===== config.mk =====
export PLATFORM = sky130hd
export DESIGN_NAME = pps_phase_meas
export DESIGN_NICKNAME = d
export VERILOG_FILES = /design/src/rtl/pps_pkg.sv /design/src/rtl/pps_edge_sync.sv /design/src/rtl/pps_phase_meas.sv
export SDC_FILE = /design/constraint.sdc
export NUM_CORES = 1
export LEC_CHECK = 0
export ABC_AREA = 1
export CAP_MARGIN = 20
export CORE_MARGIN = 4
export CORE_UTILIZATION = 52
export CTS_CLUSTER_DIAMETER = 30
export DETAILED_ROUTE_END_ITERATION = 8
export PLACE_DENSITY = 0.77
export SYNTH_ARGS = -nofsm -noshare
export SYNTH_HDL_FRONTEND = slang
export SYNTH_SLANG_ARGS = --single-unit

===== constraint.sdc =====
create_clock -name CLK_SYS -period 3.3 [get_ports CLK_SYS]
set_input_delay 0.66 -clock CLK_SYS [delete_from_list [all_inputs] [get_ports CLK_SYS]]
set_output_delay 0.66 -clock CLK_SYS [all_outputs]
set_load 0.005 [all_outputs]

===== src/rtl/pps_pkg.sv =====
// Shared 1PPS definitions: FSM states, cycle-count type and default period,
// used by the phase meter and the local divider.
package pps_pkg;

  typedef enum logic [1:0] {
    PPS_IDLE,
    PPS_ACQ,
    PPS_RUN,
    PPS_HOLDOVER
  } pps_state_t;

  typedef logic signed [24:0] pps_cnt_t;
  typedef logic signed [25:0] pps_wide_t;

  localparam int unsigned PPS_PERIOD_DEFAULT = 10_000_000;

  // Symmetric clamp of a wide intermediate into the 25-bit output range.
  function automatic pps_cnt_t pps_sat(input pps_wide_t v, input int unsigned lim);
    pps_wide_t hi;
    pps_wide_t lo;
    hi = pps_wide_t'(lim);
    lo = -hi;
    if (v > hi)      return pps_cnt_t'(hi);
    else if (v < lo) return pps_cnt_t'(lo);
    else             return pps_cnt_t'(v);
  endfunction

endpackage


===== src/rtl/pps_edge_sync.sv =====
// Two-flop synchronizer followed by a single-cycle rising-edge detector.
module pps_edge_sync (
  input  logic CLK_SYS,
  input  logic CLK_RST,
  input  logic din,
  output logic rise
);

  logic [2:0] sr;

  always_ff @(posedge CLK_SYS or negedge CLK_RST) begin
    if (!CLK_RST) sr <= '0;
    else          sr <= {sr[1:0], din};
  end

  assign rise = sr[1] & ~sr[2];

endmodule


===== src/rtl/pps_phase_meas.sv =====
// GPS 1PPS interval and local-vs-GPS phase meter with holdover detection.
// Build macro PPS_PHASE_CORR_EN: compensate = sat(period_err - phase_err) instead of sat(period_err).
module pps_phase_meas
  import pps_pkg::*;
#(
  parameter int unsigned PERIOD   = PPS_PERIOD_DEFAULT,
  parameter int unsigned TIMEOUT  = 12_000_000,
  parameter int unsigned MAX_DEV  = 1000,
  parameter int unsigned COMP_MAX = 5000
) (
  input  logic               CLK_SYS,
  input  logic               CLK_RST,
  input  logic               _1PPS_GPS,
  input  logic               _1PPS_Local,
  input  logic               enable,
  output logic signed [24:0] period_err,
  output logic signed [24:0] phase_err,
  output logic signed [24:0] compensate,
  output logic               meas_valid,
  output logic               meas_reject,
  output logic               gps_lost
);

  localparam pps_wide_t PERIOD_W = pps_wide_t'(PERIOD);
  localparam pps_wide_t HALF_W   = pps_wide_t'(PERIOD / 2);
  localparam pps_wide_t MAXDEV_W = pps_wide_t'(MAX_DEV);
  localparam pps_cnt_t  TOUT_C   = pps_cnt_t'(TIMEOUT - 1);

  logic gps_rise;
  logic local_rise;

  // The local pulse takes the same synchronizer path so equal pin timing lines up.
  pps_edge_sync u_gps_sync (
    .CLK_SYS (CLK_SYS),
    .CLK_RST (CLK_RST),
    .din     (_1PPS_GPS),
    .rise    (gps_rise)
  );

  pps_edge_sync u_local_sync (
    .CLK_SYS (CLK_SYS),
    .CLK_RST (CLK_RST),
    .din     (_1PPS_Local),
    .rise    (local_rise)
  );

  pps_state_t state, state_nxt;
  pps_cnt_t   count, count_nxt;
  pps_cnt_t   cap, cap_nxt;
  logic       seen, seen_nxt;
  pps_cnt_t   pe_nxt, ph_nxt, comp_nxt;
  logic       valid_nxt, reject_nxt, lost_nxt;

  pps_wide_t elapsed;
  pps_wide_t local_c;
  pps_wide_t local_cap_w;
  pps_wide_t dev;
  pps_wide_t corr;
  pps_cnt_t  local_cap;
  pps_cnt_t  ph_new;
  logic      in_range;
  logic      timeout;

  // elapsed = cycles since the opening GPS edge; a coincident local edge counts as 0.
  assign elapsed     = pps_wide_t'(count) + 26'sd1;
  assign local_c     = gps_rise ? '0 : elapsed;
  assign local_cap_w = (local_c < HALF_W) ? local_c : local_c - PERIOD_W;
  assign local_cap   = pps_cnt_t'(local_cap_w);
  assign ph_new      = local_rise ? local_cap : (seen ? cap : phase_err);
  assign dev         = elapsed - PERIOD_W;
  assign in_range    = (dev <= MAXDEV_W) && (dev >= -MAXDEV_W);
  assign timeout     = (count == TOUT_C);

`ifdef PPS_PHASE_CORR_EN
  assign corr = dev - pps_wide_t'(ph_new);
`else
  assign corr = dev;
`endif

  always_ff @(posedge CLK_SYS or negedge CLK_RST) begin
    if (!CLK_RST) state <= PPS_IDLE;
    else          state <= state_nxt;
  end

  always_comb begin
    state_nxt  = state;
    count_nxt  = count;
    seen_nxt   = seen;
    cap_nxt    = cap;
    pe_nxt     = period_err;
    ph_nxt     = phase_err;
    comp_nxt   = compensate;
    valid_nxt  = 1'b0;
    reject_nxt = 1'b0;
    lost_nxt   = gps_lost;

    if (!enable) begin
      state_nxt = PPS_IDLE;
      count_nxt = '0;
      seen_nxt  = 1'b0;
      lost_nxt  = 1'b0;
    end else begin
      if (local_rise && (state == PPS_ACQ || state == PPS_RUN)) begin
        seen_nxt = 1'b1;
        cap_nxt  = local_cap;
      end
      case (state)
        PPS_IDLE: begin
          count_nxt = '0;
          seen_nxt  = 1'b0;
          if (gps_rise) state_nxt = PPS_ACQ;
        end
        PPS_ACQ: begin
          if (gps_rise) begin
            state_nxt = PPS_RUN;
            count_nxt = '0;
            seen_nxt  = 1'b0;
          end else if (timeout) begin
            state_nxt = PPS_HOLDOVER;
            lost_nxt  = 1'b1;
            count_nxt = '0;
            seen_nxt  = 1'b0;
          end else begin
            count_nxt = count + 25'sd1;
          end
        end
        PPS_RUN: begin
          if (gps_rise) begin
            count_nxt = '0;
            seen_nxt  = 1'b0;
            if (in_range) begin
              pe_nxt    = pps_cnt_t'(dev);
              ph_nxt    = ph_new;
              comp_nxt  = pps_sat(corr, COMP_MAX);
              valid_nxt = 1'b1;
            end else begin
              reject_nxt = 1'b1;
            end
          end else if (timeout) begin
            state_nxt = PPS_HOLDOVER;
            lost_nxt  = 1'b1;
            count_nxt = '0;
            seen_nxt  = 1'b0;
          end else begin
            count_nxt = count + 25'sd1;
          end
        end
        PPS_HOLDOVER: begin
          count_nxt = '0;
          seen_nxt  = 1'b0;
          if (gps_rise) begin
            state_nxt = PPS_ACQ;
            lost_nxt  = 1'b0;
          end
        end
        default: state_nxt = PPS_IDLE;
      endcase
    end
  end

  always_ff @(posedge CLK_SYS or negedge CLK_RST) begin
    if (!CLK_RST) begin
      count       <= '0;
      cap         <= '0;
      seen        <= 1'b0;
      period_err  <= '0;
      phase_err   <= '0;
      compensate  <= '0;
      meas_valid  <= 1'b0;
      meas_reject <= 1'b0;
      gps_lost    <= 1'b0;
    end else begin
      count       <= count_nxt;
      cap         <= cap_nxt;
      seen        <= seen_nxt;
      period_err  <= pe_nxt;
      phase_err   <= ph_nxt;
      compensate  <= comp_nxt;
      meas_valid  <= valid_nxt;
      meas_reject <= reject_nxt;
      gps_lost    <= lost_nxt;
    end
  end

endmodule


==> results of run 1 <==
[layer usage]
layer / routed length [µm] / GRT usage
met5: 0 / 0
met4: 395 / 0.07585
met3: 1289 / 0.04466
met2: 10850 / 0.3928
met1: 9821 / 0.3435
[worst max-delay path by stage]
stage	depth (start not counted)	slack, ns	start	end
final	22	0.12	count[1]$_DFF_PN0_	phase_err[24]$_DFFE_PN0P_
after global routing	24	-0.07	count[1]$_DFF_PN0_	phase_err[13]$_DFFE_PN0P_
after CTS	24	0.05	count[1]$_DFF_PN0_	compensate[1]$_DFFE_PN0P_
after detailed placement	22	0.02	count[1]$_DFF_PN0_	period_err[4]$_DFFE_PN0P_
after global placement	22	0.1	count[1]$_DFF_PN0_	period_err[4]$_DFFE_PN0P_
after floorplan	25	0.16	count[0]$_DFF_PN0_	compensate[20]$_DFFE_PN0P_
[cell usage in the layout (no fill, tap or decap), drive strengths merged]
cell and instances:
clkdlybuf4s50 81, nor3 2, o21bai 3, a31oi 1
ha 6, o211ai 2, nor2 141, nor4 4
o21ai 49, dfrtp 137, xor2 12, nand3 93
inv 101, and2 3, o32ai 6, or2 2
nand3b 5, a21boi 1, clkinv 5, nand4 39
xnor2 3, bufinv 4, buf 54, nand2 482
clkbuf 21, o31ai 1, a21oi 19, clkinvlp 2
a211oi 1, o22ai 6
[worst register-to-register path: stages (launching register included)]
cell,delay [ns]
sky130_fd_sc_hd__dfrtp_1,0.43
sky130_fd_sc_hd__ha_4,0.18
sky130_fd_sc_hd__nand2_4,0.07
sky130_fd_sc_hd__nor2_4,0.15
sky130_fd_sc_hd__nand3_1,0.13
sky130_fd_sc_hd__nand2_1,0.14
sky130_fd_sc_hd__nand2_2,0.10
sky130_fd_sc_hd__inv_2,0.10
sky130_fd_sc_hd__nand3_1,0.08
sky130_fd_sc_hd__nand2_2,0.11
sky130_fd_sc_hd__buf_4,0.15
sky130_fd_sc_hd__xor2_2,0.19
sky130_fd_sc_hd__nand3_1,0.11
sky130_fd_sc_hd__nor2_1,0.16
sky130_fd_sc_hd__nand3b_1,0.10
sky130_fd_sc_hd__nor2_1,0.09
sky130_fd_sc_hd__nand2_1,0.10
sky130_fd_sc_hd__nand2_4,0.11
sky130_fd_sc_hd__buf_12,0.13
sky130_fd_sc_hd__nand3_4,0.11
sky130_fd_sc_hd__buf_12,0.19
sky130_fd_sc_hd__nand2_1,0.07
sky130_fd_sc_hd__nand2_1,0.06
[cells in the mapped netlist, drive strengths merged]
cell and number:
a21boi 1, or2 2, a211oi 1, nor2 140, nor4 4, o31ai 1, clkbuf 24, nand4 39
inv 94, xnor2 3, a31oi 1, nand3 93, o22ai 6, o21bai 3, o21ai 49, o32ai 6
o211ai 2, and2 3, ha 6, nand3b 5, xor2 12, nand2 482, clkinv 4, buf 15
dfrtp 137, nor3 2, a21oi 19
[area by class of cell]
type / count / area, µm²
multi-input cells: 881 / 4262
clock inverters: 14 / 207.7
repair buffers: 138 / 1390
well taps: 188 / 235.2
flip-flops and latches: 137 / 3435
clock buffers: 18 / 429.2
fillers: 1222 / 4820
inverters: 98 / 367.9
[stage by stage]
stage	hold WS, ns	setup WS [ns]	power [mW]
floorplan	0.3312	0.1648	2.333
global placement	0.3346	0.09631	2.511
detailed placement	0.3347	0.01956	2.536
CTS	0.2846	0.05059	4.609
global route	0.3062	-0.07340	4.787
finish	0.2545	0.1228	4.599
[flip-flops by register name, summed over array words and instances, names as in the netlist]
signal,cells
u_local_sync.sr,3
compensate,25
meas_valid,1
gps_lost,1
seen,1
period_err,25
phase_err,25
cap,25
count,25
meas_reject,1
u_gps_sync.sr,3
state,2
[kinds of logic after synthesis]
kind of cell | count (synthesis) | synth area share
DFF | 137 | 0.4279
buffers and inverters | 137 | 0.07042
and+or+nand+nor | 770 | 0.4126
adders and majority gates | 6 | 0.009369
xor gates and xnor gates | 15 | 0.01640
AOI/OAI and AO/OA | 89 | 0.06340
[what timing repair did]
item	CTS	global route
gates cloned	0	4
resized for setup	1	70
setup endpoints to repair	1	93
setup buffers	0	17
pin swaps	0	31
[power breakdown]
part | internal, mW | switching [mW] | total, mW
Combinational | 0.217 | 0.399 | 0.616
Clock | 1.29 | 0.775 | 2.06
Sequential | 1.84 | 0.0843 | 1.92
Total | 3.34 | 1.26 | 4.60
==> reports/results.tsv, run 1 <==
metric	value	unit
run_status	complete, no violations	
setup_violations	0	
avgRoutedWirePerCell	15.16	µm
netlist-cell-type-count	39	
layoutNonFillerInstCount	1474	
fin_crit	3.177	ns
dp.cells	1421	
clock-skew-final	0.01634	ns
synthTopCellsByArea	sky130_fd_sc_hd__dfrtp_1, sky130_fd_sc_hd__nand2_1, sky130_fd_sc_hd__nor2_1, sky130_fd_sc_hd__nand3_1, sky130_fd_sc_hd__inv_1	
average_vias_per_placed_instance	5.355	
tritoncts_clock_tree	done	
crit_chain	ha_4 -> nand2_4 -> nor2_4 -> nand3_1 -> nand2_1 -> nand2_2 -> inv_2 -> nand3_1 -> nand2_2 -> buf_4 -> xor2_2 -> nand3_1 -> nor2_1 -> nand3b_1 -> nor2_1 -> nand2_1 -> nand2_4 -> buf_12 -> nand3_4 -> buf_12 -> nand2_1 -> nand2_1	
setup.reg_to_reg.worst_slack	0.12	ns
die_width	132.1	µm
syn_nets	1165	
synth_seq_cells	137	
hold_violations	0	
postRouteWirelength	22350	µm
worstPathBufferInverterCount	4	
critPathTopFamily	simple AND/OR/NAND/NOR gates	
number_of_global_route_vias_before_repair	7007	
via_count	7894	
port_bufs	82	
timing.setup.tns	0	ns
netlist_instances	1154	
grt.overflow.total	0	
slew_headroom	0.4433	
syn_avg_cell_area	6.943	µm²
final_nets	1284	
routability_driven_placement_congestion_ratio	0.9926	
vdd_drop_max	0.0003531	V
cpMaxStageDelayCell	sky130_fd_sc_hd__dfrtp_1	
worst_r2r_path_depth	22	
placeableCoreArea	0.01515	mm²
initial_core_util	0.5290	
cts_inserted_buffers	17	
worstPathMaxFanout	7	
synthToLayoutAreaGrowth	28.87	%
cp_data_required_time	3.59	ns
min_period_over_period	0.9628	
die_h	132.1	µm
critical-path-top-cell-by-count	sky130_fd_sc_hd__nand2_1	
floorplan.io_pins	83	
hpwlAfterDp	15750	µm
placedInstanceArea	0.009238	mm²
synth.largest_area_cell	sky130_fd_sc_hd__dfrtp_1	
die_footprint	0.01746	mm²
grt_first_pass_wirelength	35130	µm
rsz_0062_raised_after_global_routing	true	
synth.top_cell.area_share	0.4279	
ys_seq_area_frac	0.4279	
grt_max_degree	73	
detailedRoute.firstIterationViolations	698	
final_layout_size_suffix_gt1_frac	0.1516	
timing.max_cap.violations	0	
worst_margin_pin_slew	0.8331	ns
timing.critical_path.arrival	3.47	ns
post-route-drc-count	0	
insertedDiodeCount	0	
netlist_area	0.008013	mm²
final_design_area_no_fill	0.01033	mm²
critical_path.endpoint_type	register	
detail_route.first_pass.iterations	5	
cts.clk_slew.worst_paths	0.06	ns
final_core_util	0.6818	
postRouteAntennaNets	0	
placementRows	45	
critical_setup_path_class	register to register	
power_density	445.3	mW/mm²
clkSinkCount	137	
clk_path_buf_depth	2	
yosys_warnings	0	
timing.critical_path.slowest_cell_delay	0.43	ns
post_cts_hold_buffer_count	0	
leakage	5.239	nW
antenna_found_initial	0	
timing_max_transition_violations_final	0	
globalRouteTotalUtil	0.2459	
cp_launch_type	register	
crit-reg2reg-capture	phase_err[24]$_DFFE_PN0P_	
h_tree_level_count	4	
cts_root_buf	sky130_fd_sc_hd__clkbuf_16	
worst_r2r_startpoint	count[1]$_DFF_PN0_	
clk-insertion-delay-late	0.43	ns
fmax	314.7	MHz
worstHoldPathType	primary input to asynchronous set/reset pin	
No activity file was read; power rests on OpenSTA's default activity.
==> inputs of run 2 (changes only) <==
Settings changed: CELL_PAD_IN_SITES_DETAIL_PLACEMENT set to 1, CELL_PAD_IN_SITES_GLOBAL_PLACEMENT set to 1, CORE_UTILIZATION 52 to 37, PLACE_DENSITY 0.77 to not set, PLACE_DENSITY_LB_ADDON set to 0.1.
==> run 2 against run 1 <==
  * Flip-flop and latch count unchanged
  * Die area increased by 38%
  * Largest cell class unchanged
  * Sequential power barely moved
  * Worst setup slack better by 0.025 ns
  * Clock power is 4% lower
  * Highest routed layer unchanged
  * Fmax up 0.80%
  * Critical endpoint is now period_err[18]$_DFFE_PN0P_
==> reports/results.tsv, run 2 (synthesis gave the netlist of run 1 again) <==
metric	value	unit	change
run_status	complete, no violations		
timing.critical_path.arrival	3.52	ns	+0.05 ns
crit-reg2reg-capture	period_err[18]$_DFFE_PN0P_		
cp_data_required_time	3.67	ns	+0.08 ns
h_tree_level_count	4		unchanged
insertedDiodeCount	0		unchanged
hold_violations	0		unchanged
worst_hold_slack	0.1870	ns	-0.06749 ns
tritoncts_clock_tree	done		
final_layout_size_suffix_gt1_frac	0.1773		+0.02565
initial_core_util	0.3788		-0.1503
timing.max_cap.violations	0		unchanged
clk-insertion-delay-late	0.44	ns	about the same
vdd_drop_max	0.0003467	V	-1.8%
timing_max_transition_violations_final	0		unchanged
avgRoutedWirePerCell	17.48	µm	+15%
globalRouteTotalUtil	0.2303		-0.01563
die_h	155.2	µm	+17%
fin_crit	3.152	ns	-0.02525 ns
power_density	428.0	mW/mm²	-3.9%
via_count	8005		+1.4%
worst_margin_pin_slew	0.7311	ns	-0.1020 ns
detail_route.first_pass.iterations	5		unchanged
grt_first_pass_wirelength	44390	µm	+26%
place_ws	-0.05376	ns	-0.07332 ns
worstPathMaxFanout	14		+7
min_period_over_period	0.9551		-0.007651
final.setup.worst_slack	0.1480	ns	+0.02525 ns
setup.reg_to_reg.worst_slack	0.15	ns	+0.03 ns
placeableCoreArea	0.02115	mm²	+40%
clkSinkCount	137		unchanged
critical_path.endpoint_type	register		
routability_driven_placement_congestion_ratio	0.9231		-7.0%
fmax	317.3	MHz	+0.80%
cp_launch_type	register		
final_core_util	0.5016		-0.1802
final_nets	1301		+1.3%
post-route-drc-count	0		unchanged
power	4.541	mW	-1.3%
cts_root_buf	sky130_fd_sc_hd__clkbuf_16		
hpwlAfterDp	20220	µm	+28%
antenna_found_initial	0		unchanged
grt_max_degree	62		-15%
clock-skew-final	0.01253	ns	-0.003809 ns
port_bufs	82		unchanged
setup_violations	0		unchanged
cts_inserted_buffers	17		unchanged
cts.clk_slew.worst_paths	0.07	ns	about the same
commonest_non_fill_non_tap_cells_in_the_layout	sky130_fd_sc_hd__nand2_1, sky130_fd_sc_hd__dfrtp_1, sky130_fd_sc_hd__nor2_1, sky130_fd_sc_hd__inv_1, sky130_fd_sc_hd__clkdlybuf4s50_1		
critical_setup_path_class	register to register		
average_vias_per_placed_instance	5.073		-5.3%
clk_path_buf_depth	2		unchanged
worst_r2r_path_depth	25		+14%
worstHoldPathType	primary input to asynchronous set/reset pin		
die_footprint	0.02407	mm²	+38%
nFillCells	2684		+120%
multi_input_area	0.004365	mm²	+2.4%
postRouteWirelength	27580	µm	+23%
layout.cells.most_common	sky130_fd_sc_hd__nand2_1		
detailedRoute.firstIterationViolations	294		-58%
synthToLayoutAreaGrowth	32.42	%	
post_cts_hold_buffer_count	0		unchanged
floorplan.io_pins	83		unchanged
slew_headroom	0.5121		+0.06880
placementRows	53		+18%
sequential_cell_area	0.003435	mm²	unchanged
leakage	5.317	nW	+1.5%
grt.overflow.total	0		unchanged
number_of_global_route_vias_before_repair	8310		+19%
die_width	155.2	µm	+17%
worst_r2r_startpoint	count[1]$_DFF_PN0_		
postRouteAntennaNets	0		unchanged
==> run 2: area by class of cell <==
type | count | area share
Clock inverter | 15 | 0.01663
Inverter | 98 | 0.03491
Clock buffer | 17 | 0.04009
Multi-Input combinational cell | 880 | 0.4114
Timing Repair Buffer | 156 | 0.1408
Sequential cell | 137 | 0.3237
Tap cell | 275 | 0.03243
==> run 2: worst max-delay path, stage by stage, from the launching register on <==
cell	delay (ns)
sky130_fd_sc_hd__dfrtp_1	0.39
sky130_fd_sc_hd__ha_2	0.21
sky130_fd_sc_hd__nand2_2	0.08
sky130_fd_sc_hd__nor2_4	0.20
sky130_fd_sc_hd__nand2_4	0.09
sky130_fd_sc_hd__nand2_1	0.07
sky130_fd_sc_hd__nand2_1	0.08
sky130_fd_sc_hd__buf_4	0.16
sky130_fd_sc_hd__nand2_2	0.09
sky130_fd_sc_hd__nand3_2	0.10
sky130_fd_sc_hd__nand2_4	0.14
sky130_fd_sc_hd__nand3_4	0.10
sky130_fd_sc_hd__nand2_4	0.11
sky130_fd_sc_hd__nand2_2	0.06
sky130_fd_sc_hd__nand2_1	0.08
sky130_fd_sc_hd__nand2_2	0.07
sky130_fd_sc_hd__nand2_1	0.11
sky130_fd_sc_hd__nand3_1	0.09
sky130_fd_sc_hd__nor2_2	0.14
sky130_fd_sc_hd__nand2_2	0.09
sky130_fd_sc_hd__nand2_4	0.12
sky130_fd_sc_hd__nand2_8	0.11
sky130_fd_sc_hd__inv_4	0.09
sky130_fd_sc_hd__nand2_4	0.07
sky130_fd_sc_hd__clkbuf_16	0.18
sky130_fd_sc_hd__nand2_1	0.06
==> run 2: metrics by stage <==
step	cell area [µm²]	setup TNS [ns]	std cells
2_1_floorplan	8013	0	1154
3_3_place_gp	9517	-0.4254	1534
3_5_place_dp	9517	-1.345	1534
4_1_cts	10130	0	1566
5_1_grt	10610	-1.808	1578
6_report	10610	0	1578
==> run 2: timing repair <==
action	in CTS	in global routing
gates cloned	0	2
pin swaps	0	24
buffers inserted	0	10
endpoints found under the setup margin	48	94
resized for setup	3	100
==> run 2: routing by layer <==
metal / wire, µm / track usage / vias up
met5: 0 / 0 / -
met4: 516 / 0.06013 / 0
met3: 680 / 0.03477 / 34
met2: 13710 / 0.3912 / 112
met1: 12680 / 0.3081 / 3900
li1: - / - / 3959
==> run 2: power breakdown <==
group	switching [mW]	internal, mW
Clock	0.890	1.08
Combinational	0.425	0.222
Sequential	0.0829	1.84
Total	1.40	3.14
==> run 2: worst max-delay path by stage <==
stage,to,cells past startpoint,slack (ns),from
after floorplan,compensate[20]$_DFFE_PN0P_,25,0.16,count[0]$_DFF_PN0_
after global placement,period_err[4]$_DFFE_PN0P_,20,-0.01,count[8]$_DFF_PN0_
after detailed placement,period_err[5]$_DFFE_PN0P_,20,-0.05,count[8]$_DFF_PN0_
after CTS,period_err[8]$_DFFE_PN0P_,22,0.003,count[1]$_DFF_PN0_
after global routing,period_err[15]$_DFFE_PN0P_,23,-0.06,count[19]$_DFF_PN0_
final,period_err[18]$_DFFE_PN0P_,25,0.15,count[1]$_DFF_PN0_
==> inputs of run 3 (changes only) <==
Settings changed: ABC_CLOCK_PERIOD_IN_PS set to 3300.
==> results of run 3 <==
Final layout, timing and power as in run 2 (identical DEF).
